`src/rtl/mc_ctrl.sv`:
```
// Multi-cycle MIPS-subset control FSM. Datapath strobes are Moore outputs of the
// current state and the instruction class latched in DECODE.
module mc_ctrl #(
   parameter bit ILL_HALT = 1'b0
) (
   input  logic       clk,
   input  logic       rstn,
   input  logic [5:0] Op,
   input  logic [5:0] Funct,
   input  logic       Zero,
   output logic       PCWrite,
   output logic       IRWrite,
   output logic       RegWrite,
   output logic       MemWrite,
   output logic       IorD,
   output logic       ALUSrcA,
   output logic       EXTOp,
   output logic [1:0] ALUSrcB,
   output logic [1:0] RegDst,
   output logic [1:0] WDSel,
   output logic [1:0] PCSource,
   output logic [2:0] ALUOp,
   output logic [3:0] state
);

   localparam logic [2:0] ALU_ADD  = 3'd0;
   localparam logic [2:0] ALU_SUB  = 3'd1;
   localparam logic [2:0] ALU_AND  = 3'd2;
   localparam logic [2:0] ALU_OR   = 3'd3;
   localparam logic [2:0] ALU_NOR  = 3'd4;
   localparam logic [2:0] ALU_SLT  = 3'd5;
   localparam logic [2:0] ALU_SLTU = 3'd6;
   localparam logic [2:0] ALU_LUI  = 3'd7;

   localparam logic [5:0] OP_RTYPE = 6'b000000;
   localparam logic [5:0] OP_J     = 6'b000010;
   localparam logic [5:0] OP_JAL   = 6'b000011;
   localparam logic [5:0] OP_BEQ   = 6'b000100;
   localparam logic [5:0] OP_BNE   = 6'b000101;
   localparam logic [5:0] OP_ADDI  = 6'b001000;
   localparam logic [5:0] OP_SLTI  = 6'b001010;
   localparam logic [5:0] OP_ORI   = 6'b001101;
   localparam logic [5:0] OP_LUI   = 6'b001111;
   localparam logic [5:0] OP_LW    = 6'b100011;
   localparam logic [5:0] OP_SW    = 6'b101011;

   typedef enum logic [3:0] {
      S_FETCH  = 4'd0,
      S_DECODE = 4'd1,
      S_MEMADR = 4'd2,
      S_MEMRD  = 4'd3,
      S_MEMWB  = 4'd4,
      S_MEMWR  = 4'd5,
      S_EXEC_R = 4'd6,
      S_EXEC_I = 4'd7,
      S_ALUWB  = 4'd8,
      S_BRANCH = 4'd9,
      S_JUMP   = 4'd10,
      S_HALT   = 4'd15
   } state_e;

   typedef enum logic [3:0] {
      C_NONE, C_LW, C_SW, C_RTYPE, C_ADDI, C_SLTI, C_ORI, C_LUI,
      C_BEQ, C_BNE, C_J, C_JAL, C_ILL
   } cls_e;

   typedef struct packed {
      logic       pc_write;
      logic       ir_write;
      logic       reg_write;
      logic       mem_write;
      logic       iord;
      logic       alu_src_a;
      logic       ext_op;
      logic [1:0] alu_src_b;
      logic [1:0] reg_dst;
      logic [1:0] wd_sel;
      logic [1:0] pc_source;
      logic [2:0] alu_op;
   } ctrl_t;

   state_e     state_q, state_d;
   cls_e       cls_q, cls_d, dec_cls;
   logic [2:0] r_alu_q, r_alu_d, dec_r_alu;
   logic       run_q;
   ctrl_t      ctrl_q, ctrl_d;
   logic       br_take;

   always_comb begin
      // NOTE: every always_comb output gets a default first so no path infers a latch.
      dec_cls   = C_ILL;
      dec_r_alu = ALU_ADD;
      case (Op)
         OP_RTYPE: begin
            dec_cls = C_RTYPE;
            case (Funct)
               6'b100001: dec_r_alu = ALU_ADD;
               6'b100011: dec_r_alu = ALU_SUB;
               6'b100100: dec_r_alu = ALU_AND;
               6'b100101: dec_r_alu = ALU_OR;
               6'b100111: dec_r_alu = ALU_NOR;
               6'b101010: dec_r_alu = ALU_SLT;
               6'b101011: dec_r_alu = ALU_SLTU;
               default:   dec_cls   = C_ILL;
            endcase
         end
         OP_LW:   dec_cls = C_LW;
         OP_SW:   dec_cls = C_SW;
         OP_ADDI: dec_cls = C_ADDI;
         OP_SLTI: dec_cls = C_SLTI;
         OP_ORI:  dec_cls = C_ORI;
         OP_LUI:  dec_cls = C_LUI;
         OP_BEQ:  dec_cls = C_BEQ;
         OP_BNE:  dec_cls = C_BNE;
         OP_J:    dec_cls = C_J;
         OP_JAL:  dec_cls = C_JAL;
         default: dec_cls = C_ILL;
      endcase
   end

   // The first clock after reset release only arms the outputs; FETCH is held one
   // extra cycle so the fetch strobes are seen with rstn already high.
   always_comb begin
      state_d = state_q;
      cls_d   = cls_q;
      r_alu_d = r_alu_q;
      if (!run_q) begin
         state_d = S_FETCH;
      end else begin
         case (state_q)
            S_FETCH:  state_d = S_DECODE;
            S_DECODE: begin
               cls_d   = dec_cls;
               r_alu_d = dec_r_alu;
               case (dec_cls)
                  C_LW, C_SW:                    state_d = S_MEMADR;
                  C_RTYPE:                       state_d = S_EXEC_R;
                  C_ADDI, C_SLTI, C_ORI, C_LUI:  state_d = S_EXEC_I;
                  C_BEQ, C_BNE:                  state_d = S_BRANCH;
                  C_J, C_JAL:                    state_d = S_JUMP;
                  default:                       state_d = ILL_HALT ? S_HALT : S_FETCH;
               endcase
            end
            S_MEMADR: state_d = (cls_q == C_SW) ? S_MEMWR : S_MEMRD;
            S_MEMRD:  state_d = S_MEMWB;
            S_EXEC_R, S_EXEC_I: state_d = S_ALUWB;
            S_HALT:   state_d = S_HALT;
            default:  state_d = S_FETCH;
         endcase
      end
   end

   // Outputs are decoded from the state being entered so they register alongside it.
   always_comb begin
      ctrl_d = '0;
      case (state_d)
         S_FETCH: begin
            ctrl_d.ir_write  = 1'b1;
            ctrl_d.pc_write  = 1'b1;
            ctrl_d.alu_src_b = 2'b01;
            ctrl_d.alu_op    = ALU_ADD;
         end
         S_DECODE: begin
            ctrl_d.alu_src_b = 2'b11;
            ctrl_d.ext_op    = 1'b1;
            ctrl_d.alu_op    = ALU_ADD;
         end
         S_MEMADR: begin
            ctrl_d.alu_src_a = 1'b1;
            ctrl_d.alu_src_b = 2'b10;
            ctrl_d.ext_op    = 1'b1;
            ctrl_d.alu_op    = ALU_ADD;
         end
         S_MEMRD: ctrl_d.iord = 1'b1;
         S_MEMWB: begin
            ctrl_d.reg_write = 1'b1;
            ctrl_d.wd_sel    = 2'b01;
         end
         S_MEMWR: begin
            ctrl_d.iord      = 1'b1;
            ctrl_d.mem_write = 1'b1;
         end
         S_EXEC_R: begin
            ctrl_d.alu_src_a = 1'b1;
            ctrl_d.alu_op    = r_alu_d;
         end
         S_EXEC_I: begin
            ctrl_d.alu_src_a = 1'b1;
            ctrl_d.alu_src_b = 2'b10;
            case (cls_d)
               C_ADDI: begin ctrl_d.ext_op = 1'b1; ctrl_d.alu_op = ALU_ADD; end
               C_SLTI: begin ctrl_d.ext_op = 1'b1; ctrl_d.alu_op = ALU_SLT; end
               C_ORI:  ctrl_d.alu_op = ALU_OR;
               C_LUI:  ctrl_d.alu_op = ALU_LUI;
               default: ;
            endcase
         end
         S_ALUWB: begin
            ctrl_d.reg_write = 1'b1;
            ctrl_d.reg_dst   = (cls_d == C_RTYPE) ? 2'b01 : 2'b00;
         end
         S_BRANCH: begin
            ctrl_d.alu_src_a = 1'b1;
            ctrl_d.alu_op    = ALU_SUB;
            ctrl_d.pc_source = 2'b01;
         end
         S_JUMP: begin
            ctrl_d.pc_source = 2'b10;
            ctrl_d.pc_write  = 1'b1;
            if (cls_d == C_JAL) begin
               ctrl_d.reg_write = 1'b1;
               ctrl_d.reg_dst   = 2'b10;
               ctrl_d.wd_sel    = 2'b10;
            end
         end
         default: ;
      endcase
   end

   always_ff @(posedge clk) begin
      // NOTE: state registers use non-blocking assignment so all flops update together.
      if (!rstn) begin
         state_q <= S_FETCH;
         cls_q   <= C_NONE;
         r_alu_q <= ALU_ADD;
         run_q   <= 1'b0;
         ctrl_q  <= '0;
      end else begin
         state_q <= state_d;
         cls_q   <= cls_d;
         r_alu_q <= r_alu_d;
         run_q   <= 1'b1;
         ctrl_q  <= ctrl_d;
      end
   end

   // The ALU zero flag is only valid during BRANCH, so that one strobe stays combinational.
   assign br_take = (state_q == S_BRANCH) &&
                    ((cls_q == C_BEQ) ? Zero : ((cls_q == C_BNE) && !Zero));

   assign PCWrite  = ctrl_q.pc_write | br_take;
   assign IRWrite  = ctrl_q.ir_write;
   assign RegWrite = ctrl_q.reg_write;
   assign MemWrite = ctrl_q.mem_write;
   assign IorD     = ctrl_q.iord;
   assign ALUSrcA  = ctrl_q.alu_src_a;
   assign EXTOp    = ctrl_q.ext_op;
   assign ALUSrcB  = ctrl_q.alu_src_b;
   assign RegDst   = ctrl_q.reg_dst;
   assign WDSel    = ctrl_q.wd_sel;
   assign PCSource = ctrl_q.pc_source;
   assign ALUOp    = ctrl_q.alu_op;
   assign state    = state_q;

endmodule

```
`config.mk`:
```
export PLATFORM = sky130hd
export DESIGN_NAME = mc_ctrl
export DESIGN_NICKNAME = d
export VERILOG_FILES = /design/src/rtl/mc_ctrl.sv
export SDC_FILE = /design/constraint.sdc
export NUM_CORES = 1
export LEC_CHECK = 0
export ABC_AREA = 1
export CAP_MARGIN = 20
export CORE_UTILIZATION = 45
export CTS_CLUSTER_SIZE = 25
export DETAILED_ROUTE_END_ITERATION = 12
export DONT_BUFFER_PORTS = 1
export SYNTH_ARGS = -nofsm -noshare
export SYNTH_HDL_FRONTEND = slang
export SYNTH_SLANG_ARGS = --single-unit
```
`constraint.sdc`:
```
create_clock -name clk -period 1.63 [get_ports clk]
set_clock_uncertainty 0.15 [all_clocks]
set_input_delay 0.163 -clock clk [delete_from_list [all_inputs] [get_ports clk]]
set_output_delay 0.163 -clock clk [all_outputs]
set_load 0.01 [all_outputs]
```
Yosys cells after proc, flatten, opt, wreduce, memory -nomap -nowiden. Memory sizes are Yosys's and may differ from the RTL's. Cells that the tools add are included. Widths: inputs -> output; s select.

Bits in registers: 30. Memory bits (read-only): 64. Input port bits: 15. Output and inout port bits: 22. Word-level logic and storage cells: 106. Memories: 1.

Memory list: (name not given) (depth 16, width 4, read ports 1, clocked after memory_dff 0, wr ports 0, RTL line 135) `case (dec_cls)`.

Eq/ne operators: 43. Muxes and demuxes: 30. Bitwise operators: 1. Reduce and logical (&&, ||, !) cells: 15.

Operators with widths (number): $eq 6x6->1 const B (9); $pmux 4 s11 (1); $eq 4x3->1 const B (10); $eq 4x4->1 const B (8); $eq 4x2->1 const B (6); $eq 6x4->1 const B (4); $pmux 4 s6 (1); $mux 4 (5); $pmux 3 s3 (2); $pmux 3 s6 (1); $reduce_or 2->1 (7); $eq 6x2->1 const B (2); $eq 6x3->1 const B (2); $mux 3 (4); $pmux 2 s2 (3); $mux 1 (10); $eq 4x1->1 const B (2); $logic_not 4->1 (2); $reduce_or 7->1 (1); $logic_not 6->1 (1); $pmux 2 s3 (1); $pmux 1 s2 (2); $reduce_or 4->1 (1); $logic_and 1x1->1 (2); 2 further kinds (2).

Depth between registers and ports, before layout.
Depth after elaboration: 10. Gate-level depth with buffers: 16. Depth with buffers taken out: 16.

Worst setup path after synthesis. No wires, ideal clock.

Path kind: register -> register. Start: register state_q[2], in the netlist state[2]. End: register ctrl_q, in the netlist ALUOp[0]. Library setup time: 0.070 ns. Data arrival time: 1.575 ns. Data required time: 1.410 ns. Slack: -0.164 ns. Stages on the path, launching flop included: 13. Path buffers: 0. Clock period less this slack: 1.794 ns. Cell sequence: dfxtp_1 -> nor2_1 -> inv_2 -> nor2_2 -> nand2_1 -> inv_1 -> nand3_1 -> nand2_1 -> nand2_1 -> nand3b_4 -> nor3_4 -> nor2_2 -> a21oi_1.

Cells in the longest elaborated chain, start to end: 6. Elaborated cells between the ends (all ways): 22. Classes of those cells: eq/ne (12); mux (8); reduce/logical (2).

Ends and longest elaborated chain: from (decl) (RTL line 82) `state_e state_q, state_d;`; from (signal assigned) (RTL line 229) `state_q <= state_d;`; $eq 4x3->1 / $eq 4x1->1 (equally long branches) (RTL line 130) `case (state_q)`; $reduce_or 2->1 / $mux 4 (equally long branches) (RTL line 130); $pmux 4 s6 / $mux 4 (equally long branches) (RTL line 130, 127); $mux 4 / $eq 4x3->1 (equally long branches) (RTL line 127, 190); $eq 4x4->1, or another cell as far along (RTL line 156) `case (state_d)`; $pmux 3 s3 (*) (RTL line 156); to (signal assigned) (RTL line 233) `ctrl_q <= ctrl_d;`; to (decl) (RTL line 86) `ctrl_t ctrl_q, ctrl_d;`.

Mark *: on every way between the ends. The rest lies on a longest branch, timed or not. A chain may end at the register's enable or synchronous reset.

Final worst setup path.
Start: register state_q[2], in the netlist state[2]. End: register ctrl_q, in the netlist RegDst[0].

Cells in the longest elaborated chain, start to end: 6. Elaborated cells between the ends (all ways): 17. Classes of those cells: eq/ne (9); mux (6); reduce/logical (2).

Ends and longest elaborated chain (RTL line): $eq 4x3->1 / $eq 4x1->1 (equally long branches) (130); $reduce_or 2->1 / $mux 4 (equally long branches) (130); $pmux 4 s6 / $mux 4 (equally long branches) (130, 127); $mux 4 / $eq 4x2->1 (equally long branches) (127, 200); $eq 4x4->1 / $mux 1 (equally long branches) (156, 200); $pmux 2 s2 (*) (156).

Marks and branches as above.

==> reports/qor.csv <==
stage;metric;value;unit
finish;share of post-route cells with drive strength above 1;0.471;
timing;Tmin final;1.91;ns
critical_path;Worst Path Required;1.65;ns
die;CORE AREA;3470;um^2
logic_synthesis;count of cell types in the netlist;35;
logic_synthesis;register area share after synthesis;0.319;
grt;first-pass GRT wire length;7000;um
timing;Max Transition Viols Final;0;
clock_tree;CTS buffer count;3;
logic_synthesis;synth cell count leaders;58 x nand2_1, 35 x inv_1, 33 x nor2_1, 27 x dfxtp_1, 18 x nand3_1;
timing;Hold Vio Cnt, Final;0;
logic_synthesis;#FFs+latches synth;27;
die;DIE HEIGHT;63.4;um
worst_hold_path;HP Start;rstn;
die;Starting Density;0.488;
critical_path;worst r2r dst;RegDst[0];
die;site row count;21;
critical_path;Register-to-Register Path Depth;12;
timing;measured slew at the worst slew-check pin;0.338;ns
timing;fin crit share;1.17;
timing;max_slew headroom;0.773;
route;DRC;0;
logic_synthesis;Yosys Warn Count;0;
logic_synthesis;Post-synth EDFFs;0;
route;post-route ant nets;0;
finish;nets;328;
logic_synthesis;Mean Syn Cell Area;6.59;um^2
logic_synthesis;post-synth top area share;0.319;
route;WL/cell;12.4;um
route;via density per instance;4.90;
clock_tree;CTS sink cnt;27;
pwr;power per cell area;557;nW/um^2
critical_path;CP Launch Type;flop;
timing;WHS;0.0675;ns
clock_tree;H-tree depth;1;
finish;Finished Core Util;0.712;
critical_path;Setup crit end kind;flop;
placed_design;hpwl dp;3070;um
clock_tree;worst-skew pair later-pin latency;0.27;ns
clock_tree;CTS tree;yes;
logic_synthesis;top cell type by total area after synthesis;dfxtp_1;
timing;endpoints failing setup;22;
status;failing checks;negative setup slack;
status;status;finished, violations left;
placed_design;Routability Congestion;0.846;
clock_tree;CTS Root Cell;clkbuf_8;
finish;Fillers;280;
die;I/O pin count;37;
route;Iter 0 DRT Violations;93;
critical_path;FF-to-FF Start;state[2];
logic_synthesis;Net Count, Synth;272;
grt;largest net degree at the start of global routing;15;
timing;FMAX;0.525;GHz
timing;final worst slack;-0.276;ns
grt;global routing met3 resource utilization;0.0471;
job;# Max-Cap Violations;0;
critical_path;critical path class;flop to flop;
route;via count;1755;
placed_design;IO Port Bufs;0;
finish;area grow syn2layout;45.7;%
logic_synthesis;Area contributors post-synth;dfxtp_1 32%, nand2_1 13%, inv_1 7.8%;
worst_hold_path;Cells on Worst Hold Path;4;
clock_tree;CTS clk-pin slew, worst paths;0.09;ns
die;die area;4010;um^2
critical_path;CP arrival;1.93;ns
logic_synthesis;cell area after synthesis;1690;um^2
logic_synthesis;most frequent cell after synthesis;nand2_1;
critical_path;R2R Setup Slk;-0.28;ns
logic_synthesis;Post-synth ARST share;0;
pwr;leakage;0.00126;uW
grt;gr usage total;0.217;
grt;met2 usage;0.348;
timing;RSZ-0062 raised after global routing;true;
route;DRT Pass-1 Iters;4;
pwr;VDD IR max;0.000517;V
finish;Final Cell Area;2470;um^2
placed_design;Placed Area;2080;um^2
logic_synthesis;Synth Flop Type;dfxtp_1;
grt;met1 Usage GRT;0.297;
grt;initial antenna violation count;0;
worst_hold_path;Hold WC Path Type;primary input to flop;
route;drt total wl;4450;um
critical_path;maximum fanout along the worst path;3;
grt;grt ovf;0;
clock_tree;clock buffer depth;2;
worst_hold_path;hold endpoint;MemWrite;
die;Die Wd;63.4;um
finish;ANT cells;0;
grt;vias in the first global route;1583;
grt;GRT busiest layer;met2;
logic_synthesis;Gate Count Post-Synth;257;
[routing by layer]
metal | wire, um | part of all wire
met1 | 2000 | 0.45
met2 | 2150 | 0.48
met4 | 65 | 0.015
met5 | 0 | 0
met3 | 226 | 0.051
[cell type report]
cell class	instances	area, um^2	share of cell area
Sequential cell	27	551	0.223
Inverter	43	171	0.0694
Clock buffer	4	45.0	0.0182
Multi-Input combinational cell	174	1140	0.461
Tap cell	46	57.6	0.0233
Timing Repair Buffer	64	505	0.205
[registers in the layout (all words and copies together) (netlist names), 2 cells and up]
signal	cells
ALUOp	3
ALUSrcB	2
PCSource	2
RegDst	2
WDSel	2
cls_q	4
state	4
[critical path: stages, from the launching register on]
cell     delay [ns]
dfxtp_2        0.33
nor2_2         0.11
inv_2          0.06
nor2_4         0.09
nand2_2        0.07
buf_6          0.12
nor2_4         0.11
or2_2          0.13
o21a_1         0.13
nand2_1        0.07
nor2_2         0.15
nand3_1        0.09
nor4_1         0.20
[report_power, final]
part / switching (uW) / total [uW] / internal (uW)
clock: 195 / 369 / 175
sequential: 13.6 / 690 / 676
combinational: 173 / 315 / 142
[logic make-up after synthesis]
logic type / Yosys count / synth area share
AOI/OAI and AO/OA: 29 / 0.109
xor gates and xnor gates: 1 / 0.00517
buffers and inverters: 56 / 0.149
DFF: 27 / 0.319
and+or+nand+nor: 144 / 0.418
[per-stage QoR]
step	setup WS (ns)	power, uW	cells	TNS (ns)
floorplan	-0.0266	858	257	-0.125
global placement	-0.245	956	342	-3.43
detailed placement	-0.266	956	342	-3.51
CTS	-0.221	1350	354	-2.60
global route	-0.423	1440	358	-5.92
finish	-0.276	1370	358	-3.51
[cells in the final DEF, fill, tap and decap left out, drive strengths merged, types with 4 or more instances in the layout]
cell    synthesis  final
nand2          62     62
dfxtp          27     27
nor2           43     43
buf            12     63
a21oi          12     12
nor3            6      6
clkbuf          1      4
inv            41     41
o21ai           7      7
nand3          23     23
nand4           4      4
[timing repair]
item	in CTS	in global routing
setup endpoints to repair	21	25
hold buffers	1	0
gates resized for setup	33	34
pin swaps	13	15
setup buffers	7	6
hold endpoints to repair	9	0
[worst max-delay path by stage]
stage / end / depth (start not counted) / start
floorplan: RegDst[0] / 12 / state[3]
global placement: ctrl_q[17] / 15 / Funct[5]
detailed placement: ctrl_q[17] / 15 / Funct[5]
CTS: ALUOp[0] / 12 / state[2]
global route: RegDst[0] / 12 / state[2]
finish: RegDst[0] / 12 / state[2]
No activity file was read; power rests on OpenSTA's default activity.
